<file path="src/rtl/rgb2yuv_core.sv">
// rgb2yuv_core: converts RGB pixel pairs to a UYVY 4:2:2 byte stream and
// writes one byte per cycle into a byte-addressed frame buffer.
// Stage A holds one converted pair {U,Y0,V,Y1}. Stage B serializes it
// onto dout/addr_mem, one byte per clock. WIDTH*HEIGHT must not exceed 2^20.
module rgb2yuv_core #(
    parameter int unsigned WIDTH  = 1280,
    parameter int unsigned HEIGHT = 480
) (
    input  logic        clk24,
    input  logic        rst_n,
    input  logic [47:0] din,
    input  logic        in_valid,
    input  logic        in_sof,
    output logic        in_ready,
    output logic [7:0]  dout,
    output logic        we,
    output logic [19:0] addr_mem,
    output logic        frame_done
);

    localparam int unsigned FRAME_BYTES = WIDTH * HEIGHT;
    localparam int unsigned ADDR_W      = 20;
    localparam int unsigned WORD_W      = 32;
    localparam int unsigned CALC_W      = 20;
    localparam int unsigned IDX_W       = 2;

    localparam logic [ADDR_W-1:0] LAST_ADDR = ADDR_W'(FRAME_BYTES - 1);
    localparam logic [IDX_W-1:0]  IDX_LAST  = IDX_W'(3);

    localparam logic signed [CALC_W-1:0] C16  = CALC_W'(16);
    localparam logic signed [CALC_W-1:0] C18  = CALC_W'(18);
    localparam logic signed [CALC_W-1:0] C25  = CALC_W'(25);
    localparam logic signed [CALC_W-1:0] C38  = CALC_W'(38);
    localparam logic signed [CALC_W-1:0] C66  = CALC_W'(66);
    localparam logic signed [CALC_W-1:0] C74  = CALC_W'(74);
    localparam logic signed [CALC_W-1:0] C94  = CALC_W'(94);
    localparam logic signed [CALC_W-1:0] C112 = CALC_W'(112);
    localparam logic signed [CALC_W-1:0] C128 = CALC_W'(128);
    localparam logic signed [CALC_W-1:0] C129 = CALC_W'(129);
    localparam logic signed [CALC_W-1:0] C255 = CALC_W'(255);

    // Clamp a signed intermediate to the 0..255 byte range.
    function automatic logic [7:0] sat8(input logic signed [CALC_W-1:0] v);
        if (v[CALC_W-1]) begin
            return 8'd0;
        end else if (v > C255) begin
            return 8'd255;
        end else begin
            return 8'(v);
        end
    endfunction

    // Zero-extend an 8-bit channel into the signed working width.
    function automatic logic signed [CALC_W-1:0] ext(input logic [7:0] c);
        return $signed(CALC_W'(c));
    endfunction

    function automatic logic [7:0] calc_y(input logic [7:0] r, input logic [7:0] g,
                                          input logic [7:0] b);
        logic signed [CALC_W-1:0] acc;
        acc = C66 * ext(r) + C129 * ext(g) + C25 * ext(b) + C128;
        acc = (acc >>> 8) + C16;
        return sat8(acc);
    endfunction

    function automatic logic [7:0] calc_u(input logic [7:0] r, input logic [7:0] g,
                                          input logic [7:0] b);
        logic signed [CALC_W-1:0] acc;
        acc = C112 * ext(b) - C38 * ext(r) - C74 * ext(g) + C128;
        acc = (acc >>> 8) + C128;
        return sat8(acc);
    endfunction

    function automatic logic [7:0] calc_v(input logic [7:0] r, input logic [7:0] g,
                                          input logic [7:0] b);
        logic signed [CALC_W-1:0] acc;
        acc = C112 * ext(r) - C94 * ext(g) - C18 * ext(b) + C128;
        acc = (acc >>> 8) + C128;
        return sat8(acc);
    endfunction

    // Byte i of a {U,Y0,V,Y1} word, U first.
    function automatic logic [7:0] pick(input logic [WORD_W-1:0] w,
                                        input logic [IDX_W-1:0] i);
        logic [7:0] res;
        case (i)
            2'd0:    res = w[31:24];
            2'd1:    res = w[23:16];
            2'd2:    res = w[15:8];
            default: res = w[7:0];
        endcase
        return res;
    endfunction

    // Stage A: conversion register
    logic              a_full_q, a_full_d;
    logic              a_sof_q,  a_sof_d;
    logic [WORD_W-1:0] a_data_q, a_data_d;
    // Stage B: serializer
    logic              b_busy_q, b_busy_d;
    logic [IDX_W-1:0]  b_idx_q,  b_idx_d;
    logic [WORD_W-1:0] b_data_q, b_data_d;
    // Write port
    logic [7:0]        dout_q,   dout_d;
    logic [ADDR_W-1:0] addr_q,   addr_d;
    logic              fd_q,     fd_d;

    logic              accept;
    logic              xfer;
    logic              emit;
    logic [ADDR_W-1:0] addr_inc;
    logic [WORD_W-1:0] conv_word;

    // Handshake and A->B transfer; in_ready depends on state only.
    assign xfer     = a_full_q && (!b_busy_q || (b_idx_q == IDX_LAST));
    assign in_ready = !a_full_q || xfer;
    assign accept   = in_valid && in_ready;

    // Pair conversion: per-pixel luma, chroma from the truncated pair average.
    always_comb begin
        logic [7:0] r0, g0, b0, r1, g1, b1;
        logic [7:0] ra, ga, ba;
        g0 = din[7:0];
        b0 = din[15:8];
        r0 = din[23:16];
        g1 = din[31:24];
        b1 = din[39:32];
        r1 = din[47:40];
        ra = 8'((9'(r0) + 9'(r1)) >> 1);
        ga = 8'((9'(g0) + 9'(g1)) >> 1);
        ba = 8'((9'(b0) + 9'(b1)) >> 1);
        conv_word = {calc_u(ra, ga, ba), calc_y(r0, g0, b0),
                     calc_v(ra, ga, ba), calc_y(r1, g1, b1)};
    end

    // State register for both pipeline stages and the write port.
    always_ff @(posedge clk24 or negedge rst_n) begin
        if (!rst_n) begin
            a_full_q <= 1'b0;
            a_sof_q  <= 1'b0;
            a_data_q <= '0;
            b_busy_q <= 1'b0;
            b_idx_q  <= '0;
            b_data_q <= '0;
            dout_q   <= '0;
            addr_q   <= '0;
            fd_q     <= 1'b0;
        end else begin
            a_full_q <= a_full_d;
            a_sof_q  <= a_sof_d;
            a_data_q <= a_data_d;
            b_busy_q <= b_busy_d;
            b_idx_q  <= b_idx_d;
            b_data_q <= b_data_d;
            dout_q   <= dout_d;
            addr_q   <= addr_d;
            fd_q     <= fd_d;
        end
    end

    // Next state of stage A (load/unload) and stage B (byte index walk).
    always_comb begin
        a_full_d = a_full_q;
        a_sof_d  = a_sof_q;
        a_data_d = a_data_q;
        b_busy_d = b_busy_q;
        b_idx_d  = b_idx_q;
        b_data_d = b_data_q;

        if (xfer) begin
            a_full_d = 1'b0;
        end
        if (accept) begin
            a_full_d = 1'b1;
            a_sof_d  = in_sof;
            a_data_d = conv_word;
        end

        if (xfer) begin
            b_busy_d = 1'b1;
            b_idx_d  = '0;
            b_data_d = a_data_q;
        end else if (b_busy_q) begin
            if (b_idx_q == IDX_LAST) begin
                b_busy_d = 1'b0;
            end else begin
                b_idx_d = b_idx_q + IDX_W'(1);
            end
        end
    end

    // Write-port outputs: next byte, its address, and the end-of-frame flag.
    always_comb begin
        dout_d   = dout_q;
        addr_d   = addr_q;
        addr_inc = (addr_q == LAST_ADDR) ? '0 : addr_q + ADDR_W'(1);
        emit     = xfer || (b_busy_q && (b_idx_q != IDX_LAST));

        if (xfer) begin
            // Idle B: addr_q already holds the next address. Busy B: step on.
            dout_d = a_data_q[31:24];
            if (a_sof_q) begin
                addr_d = '0;
            end else if (b_busy_q) begin
                addr_d = addr_inc;
            end
        end else if (b_busy_q) begin
            addr_d = addr_inc;
            if (b_idx_q != IDX_LAST) begin
                dout_d = pick(b_data_q, b_idx_q + IDX_W'(1));
            end
        end

        fd_d = emit && (addr_d == LAST_ADDR);
    end

    assign dout       = dout_q;
    assign we         = b_busy_q;
    assign addr_mem   = addr_q;
    assign frame_done = fd_q;

endmodule

</file>
<file path="config.mk">
export PLATFORM = sky130hd
export DESIGN_NAME = rgb2yuv_core
export DESIGN_NICKNAME = d
export VERILOG_FILES = /design/src/rtl/rgb2yuv_core.sv
export SDC_FILE = /design/constraint.sdc
export NUM_CORES = 1
export LEC_CHECK = 0
export BUFFER_PORTS_ARGS = -buffer_cell sky130_fd_sc_hd__buf_2
export CAP_MARGIN = 20
export CORE_ASPECT_RATIO = 1.25
export CORE_MARGIN = 1
export CORE_UTILIZATION = 35
export CTS_CLUSTER_DIAMETER = 150
export DETAILED_ROUTE_END_ITERATION = 6
export RECOVER_POWER = 50
export SYNTH_ARGS = -nofsm -noshare
export SYNTH_HDL_FRONTEND = slang
export SYNTH_SLANG_ARGS = --single-unit
</file>
<file path="constraint.sdc">
create_clock -name clk24 -period 4.9 [get_ports clk24]
set_input_delay 0.245 -clock clk24 [delete_from_list [all_inputs] [get_ports clk24]]
set_output_delay 0.245 -clock clk24 [all_outputs]
set_load 0.01 [all_outputs]
</file>
==> impl_metrics.yaml, run 1 <==
yosys:
  netlist_area_um2: 15100
  synth_area_leaders: "ha_1, dfrtp_1, fa_1"
  synth_top_family_by_area: "adder cells"
  muxShareOfSynthArea_pct: 0.621
  synthSimpleGateAreaFrac_pct: 12.3
  synth_top_area_share_pct: 29.0
  synth_async_sr_flop_share_pct: 100
  synth_compound_gate_area_share_pct: 14.1
  ys_ff_latch: 98
  ys_types: 77
  synth_edf_count: 0
  ys.flop_type: "dfrtp_1"
  seq_area_frac_synth_pct: 16.2
  yosys.area.top_type: "ha_1"
  synth_xor_area_share_pct: 8.36
  synth.most_common_cell: "ha_1"
  synth_nets: 2196
  synth_common_cells: "ha_1, inv_1, nand2_1"
  synth_area_per_cell_um2: 8.90
  synthAdderAreaFrac_pct: 41.7
  syn-instance-count: 1699
  ys_warn_count: 0
critical_path:
  critPathLaunchType: "input pin"
  slowest_stage: "fa_1"
  critical_path.most_common_cell: "a21oi_2"
  cp_max_fo: 8
  worstPathRequired_ps: 5160
  reg2reg_from: "addr_mem[1]$_DFF_PN0_"
  cp.arrival_ps: 7240
  end_kind: "flop"
  slowest_delay_ps: 530
  crit_type: "input pin to flop"
  crit_start: "din[1]"
min_path:
  min-delay-path-class: "input pin to flop"
  min_from: "in_sof"
sta:
  rsz0062_at_grt: "true"
  tightest_slew_ps: 2420
  hold_viol: 0
  setup_tns_ps: -36390
  min_period_ps: 6980
  period_share_pct: 142
  whs_ps: 122
  drv_slew: 87
  fmax_mhz: 143
  worst_slack_ps: -2080
  slew-limit-headroom_pct: -61.5
  setup_violations: 32
  clock-skew-final_ps: 7.42
clocking:
  clock-sinks: 98
  ctsLongestPathBuffers: 2
  tritoncts: "yes"
  cts_buffers: 9
  clk_pin_slew_ps: 70
  htreeDepth: 3
  clockRootBuffer: "clkbuf_16"
  insertion_delay_ps: 340
route:
  drt_iter0_drc: 602
  dr_total_vias: 13300
  drt_wl_total_mm: 41.3
  drc: 0
  ant_nets: 0
  routedWlPerCell_um: 15.3
  avgViaCountPerCell: 4.94
  dr.pass1.iters: 5
floorplan:
  start_util_pct: 35.7
  fp.dieArea_um2: 44100
  coreArea_um2: 42400
  ioPinCount: 83
  dieWidth_um: 188
  chipHeight_um: 234
  num_rows: 84
grt:
  grt_overflow_total: 0
  grt_antenna_before_repair: 1
  gr-usage-met2_pct: 35.9
  met1_usage_pct: 22.5
  top_usage_layer: "met2"
  grt_use_total_pct: 19.1
  grt_pass1_vias: 13800
  use_met3_pct: 1.83
  grt_max_degree: 55
  grt_pass1_wl_mm: 67.6
placement:
  dpl_worst_slack_ps: -2820
  gp_congestion: 0.911
  io_buffers: 82
  dp_hpwl_mm: 35.1
final_layout:
  finalNetCount: 2634
  drive_gt1_share_pct: 31.7
  diodes: 0
  area_delta_synth_final_pct: 38.0
  fin_util_pct: 49.3
run_status:
  violations: "capacitance limit, slew limit, setup timing"
  outcome: "complete, but fails checks"
flow_run:
  max_cap_viol_count: 2
per-layer routing:
metal	up-vias	share of wire (%)	wire (µm)
li1	6638	-	-
met1	6419	42	17500
met2	216	51	21100
met4	2	3.6	1500
met3	72	2.9	1200
met5	-	0.027	11
worst max-delay path, delay by kind of cell:
kind	cells	cell delay, ps
buffers and inverters	4	340
and+or+nand+nor	3	230
muxes	1	290
adders and majority gates	9	3090
AOI/OAI and AO/OA	15	2470
xor gates and xnor gates	4	560
through the flow:
step	instances	instance area, µm²
3_5_place_dp	2638	19100
5_1_grt	2701	20900
2_1_floorplan	1699	15600
3_3_place_gp	2638	19100
4_1_cts	2692	20600
6_report	2701	20900
layout make-up:
class | count | area (µm²)
clock buffer | 9 | 225
tap | 559 | 699
fill | 3959 | 21500
multi-input combinational | 1328 | 13200
timing repair buffer | 453 | 3310
clock inverter | 7 | 77.6
sequential | 98 | 2450
inverter | 247 | 930
kinds of logic (layout without fill, tap and decap cells):
logic type      Yosys count  in the layout
fa+ha+maj               447            447
simple gates            416            416
compound gates          317            317
buf+inv                 273            716
xor+xnor                141            141
flops                    98             98
mux                       7              7
final timing paths:
kind                            slack, ps  cells after the start                  endpoint
worst max-delay path                -2080                     36  a_data_q[14]$_DFFE_PN0P_
worst min-delay path                  120                      3       a_sof_q$_DFFE_PN0P_
worst max register to register       2030                      8      frame_done$_DFF_PN0_
worst min register to register        470                      2   b_data_q[8]$_DFFE_PN0P_
max in group asynchronous            1980                      3  b_data_q[11]$_DFFE_PN0P_
min in group asynchronous            1180                      2      frame_done$_DFF_PN0_
cells in the final DEF, fill, tap and decap left out, drive strengths merged, types with 25 or more instances in the layout:
master	n
a21oi	98
xor2	55
fa	95
inv	248
nand3	25
a21o	36
ha	350
dfrtp	98
o21bai	32
xnor2	85
buf	420
o21ai	62
nor2	116
nand2	174
clkbuf	41
timing repair:
action,4_1_cts,5_1_grt
hold buffers,1,0
buffers inserted,38,12
hold endpoints to repair,44,0
setup endpoints to repair,32,32
pin swaps,151,71
gates resized for setup,165,55
sequential cells by signal, indices dropped and copies added (netlist names):
register / cells
a_sof_q: 1
dout: 8
b_data_q: 32
a_full_q: 1
frame_done: 1
we: 1
a_data_q: 32
b_idx_q: 2
addr_mem: 20
Power of run 1 is not shown: default switching activity piles up to over one toggle a cycle in this logic, so the estimate is an artifact.
==> run 2, diff against run 1 <==
--- a/config.mk
+++ b/config.mk
@@ -5,10 +5,11 @@
 export SDC_FILE = /design/constraint.sdc
 export NUM_CORES = 1
 export LEC_CHECK = 0
+export ABC_AREA = 1
 export BUFFER_PORTS_ARGS = -buffer_cell sky130_fd_sc_hd__buf_2
 export CAP_MARGIN = 20
 export CORE_ASPECT_RATIO = 1.25
-export CORE_MARGIN = 1
+export CORE_MARGIN = 3
 export CORE_UTILIZATION = 35
 export CTS_CLUSTER_DIAMETER = 150
 export DETAILED_ROUTE_END_ITERATION = 6
@@ -16,3 +17,4 @@
 export SYNTH_ARGS = -nofsm -noshare
 export SYNTH_HDL_FRONTEND = slang
 export SYNTH_SLANG_ARGS = --single-unit
+export TNS_END_PERCENT = 30
==> run 2 against run 1 <==
- the run still ends with capacitance limit, slew limit, setup timing left
- design area up 10%
- synthesized cell count up 41%
- wire length up 17%
- final cell count up 31%
- worst hold slack worse by 28 ps
- critical endpoint is now a_data_q[10]$_DFFE_PN0P_
==> impl_metrics.yaml, run 2 <==
run_status:
  outcome: "complete, but fails checks"
  violations: "capacitance limit, slew limit, setup timing"
placement:
  dpl_worst_slack_ps: -2310
  placed_cell_area_um2: 21500
  dp_hpwl_mm: 42.2
  post-place-cells: 3484
  io_buffers: 82
  gp_congestion: 0.975
clocking:
  clk_pin_slew_ps: 70
  tritoncts: "yes"
  insertion_delay_ps: 340
  clock-sinks: 98
  clockRootBuffer: "clkbuf_16"
  ctsLongestPathBuffers: 2
  cts_buffers: 9
  htreeDepth: 3
sta:
  period_share_pct: 136
  min_period_ps: 6640
  hold_viol: 0
  tightest_slew_ps: 2740
  drv_slew: 82
  setup_violations: 32
  slew-limit-headroom_pct: -82.8
  worst_slack_ps: -1740
  clock-skew-final_ps: 10.5
  fmax_mhz: 151
  rsz0062_at_grt: "true"
min_path:
  worstHoldPathCells: 3
  min-delay-path-class: "input pin to flop"
floorplan:
  coreArea_um2: 47700
  ioPinCount: 83
  start_util_pct: 35.8
  fp.dieArea_um2: 51400
  num_rows: 89
  chipHeight_um: 253
  dieWidth_um: 203
grt:
  grt_pass1_vias: 16900
  grt_max_degree: 53
  grt_use_total_pct: 18.9
  grt_overflow_total: 0
  grt_pass1_wl_mm: 80.4
  grt_antenna_before_repair: 0
critical_path:
  crit_type: "input pin to flop"
  end_kind: "flop"
  slowest_stage: "fa_1"
  slowest_delay_ps: 510
  critical_path.most_common_cell: "nand2_1"
  cp.arrival_ps: 6880
  cp_max_fo: 8
  worstPathRequired_ps: 5140
  critPathLaunchType: "input pin"
  r2r_cells: 7
yosys:
  ys.flop_type: "dfrtp_1"
  synth_nets: 2885
  synth.most_common_cell: "nand2_1"
  ys_warn_count: 0
  synth_area_leaders: "ha_1, dfrtp_1, nand2_1"
  ys_ff_latch: 98
  ys_types: 46
  yosys.area.top_type: "ha_1"
  synth_area_per_cell_um2: 7.14
  seq_area_frac_synth_pct: 14.4
  synth_top_area_share_pct: 25.7
  synth_async_sr_flop_share_pct: 100
  synth_common_cells: "nand2_1, inv_1, ha_1"
  synth_edf_count: 0
  syn-instance-count: 2388
  netlist_area_um2: 17000
final_layout:
  area_delta_synth_final_pct: 34.7
  drive_gt1_share_pct: 25.4
  design_area_um2: 23000
  diodes: 0
  fill_cells: 4796
  finalNetCount: 3397
  mostFrequentLayoutCell: "nand2_1"
  multi_input_area_um2: 13700
  stdcell_count: 3542
  mostFrequentLayoutCells: "nand2_1, inv_1, buf_4"
  seqCellArea_um2: 2450
route:
  dr.pass1.iters: 5
  ant_nets: 0
  drt_iter0_drc: 669
  routedWlPerCell_um: 13.6
  drt_wl_total_mm: 48.2
  drc: 0
  avgViaCountPerCell: 4.64
  dr_total_vias: 16400
flow_run:
  max_cap_viol_count: 2
-- run 2: cell count changes after synthesis, sizes merged, moves of 11 or more --
cell | before | now
nor2 | 116 | 143
a21oi | 98 | 134
nand2 | 174 | 661
nor2b | 18 | 0
nand2b | 13 | 0
o21ai | 62 | 41
a21o | 36 | 8
o21bai | 32 | 15
xnor2 | 85 | 34
a31oi | 24 | 8
o211ai | 2 | 13
inv | 247 | 505
nand3 | 25 | 116
nand4 | 11 | 27
-- run 2: final cells by class --
cell class / count / area share (%)
clock buffer: 10 / 1.04
inverter: 505 / 8.28
clock inverter: 6 / 0.409
tap: 637 / 3.47
timing repair buffer: 520 / 16.2
multi-input combinational: 1766 / 59.9
sequential: 98 / 10.7
-- run 2: worst max-delay path, delay by kind of cell --
| kind | cells | cell delay, ps |
|---|---|---|
| buffers and inverters | 8 | 660 |
| AOI/OAI and AO/OA | 6 | 770 |
| adders and majority gates | 9 | 2990 |
| and+or+nand+nor | 18 | 1660 |
| xor gates and xnor gates | 3 | 550 |
-- run 2: final timing paths --
check,from,end,slack [ps]
min in group asynchronous,rst_n,addr_mem[10]$_DFF_PN0_,1320
hold / removal,in_sof,a_sof_q$_DFFE_PN0P_,90
setup / recovery,din[2],a_data_q[10]$_DFFE_PN0P_,-1740
setup reg to reg,we$_DFF_PN0_,dout[3]$_DFFE_PN0P_,1120
hold reg to reg,b_data_q[14]$_DFFE_PN0P_,b_data_q[14]$_DFFE_PN0P_,480
max in group asynchronous,rst_n,dout[6]$_DFFE_PN0P_,1290
-- run 2: logic make-up after synthesis --
family                   after synthesis  share of synthesized area (%)
adder cells (fa/ha/maj)              445                           36.8
flip-flops                            98                           14.4
AO/OA/AOI/OAI                        228                           7.55
XOR/XNOR                              99                           5.09
AND/OR/NAND/NOR                      994                           24.5
buffers and inverters                524                           11.6
-- run 2: metal layers --
layer / vias to the layer above / wire length [µm] / part of all wire (%) / track usage (%)
li1: 8518 / - / - / -
met1: 7636 / 20400 / 42 / 22.5
met2: 221 / 25400 / 53 / 36.3
met3: 67 / 974 / 2.0 / 1.25
met4: 0 / 1450 / 3.0 / 5.39
met5: - / 0 / 0 / 0
-- run 2: through the flow --
stage,util [%],hold slack [ps],TNS [ps]
after floorplan,-,-50.6,-29250
after global routing,48.2,99.6,-44180
after detailed placement,45.1,314,-52080
final,48.2,93.7,-32020
after global placement,45.1,312,-49420
after CTS,47.3,85.0,-32710
-- run 2: timing repair --
item / CTS / global route
hold buffers: 1 / 0
cloned: 0 / 0
setup endpoints to repair: 32 / 32
hold endpoints to repair: 51 / 0
setup buffers: 32 / 11
pin swaps: 128 / 86
resized for setup: 100 / 77
Power of run 2 is left out for the same reason.
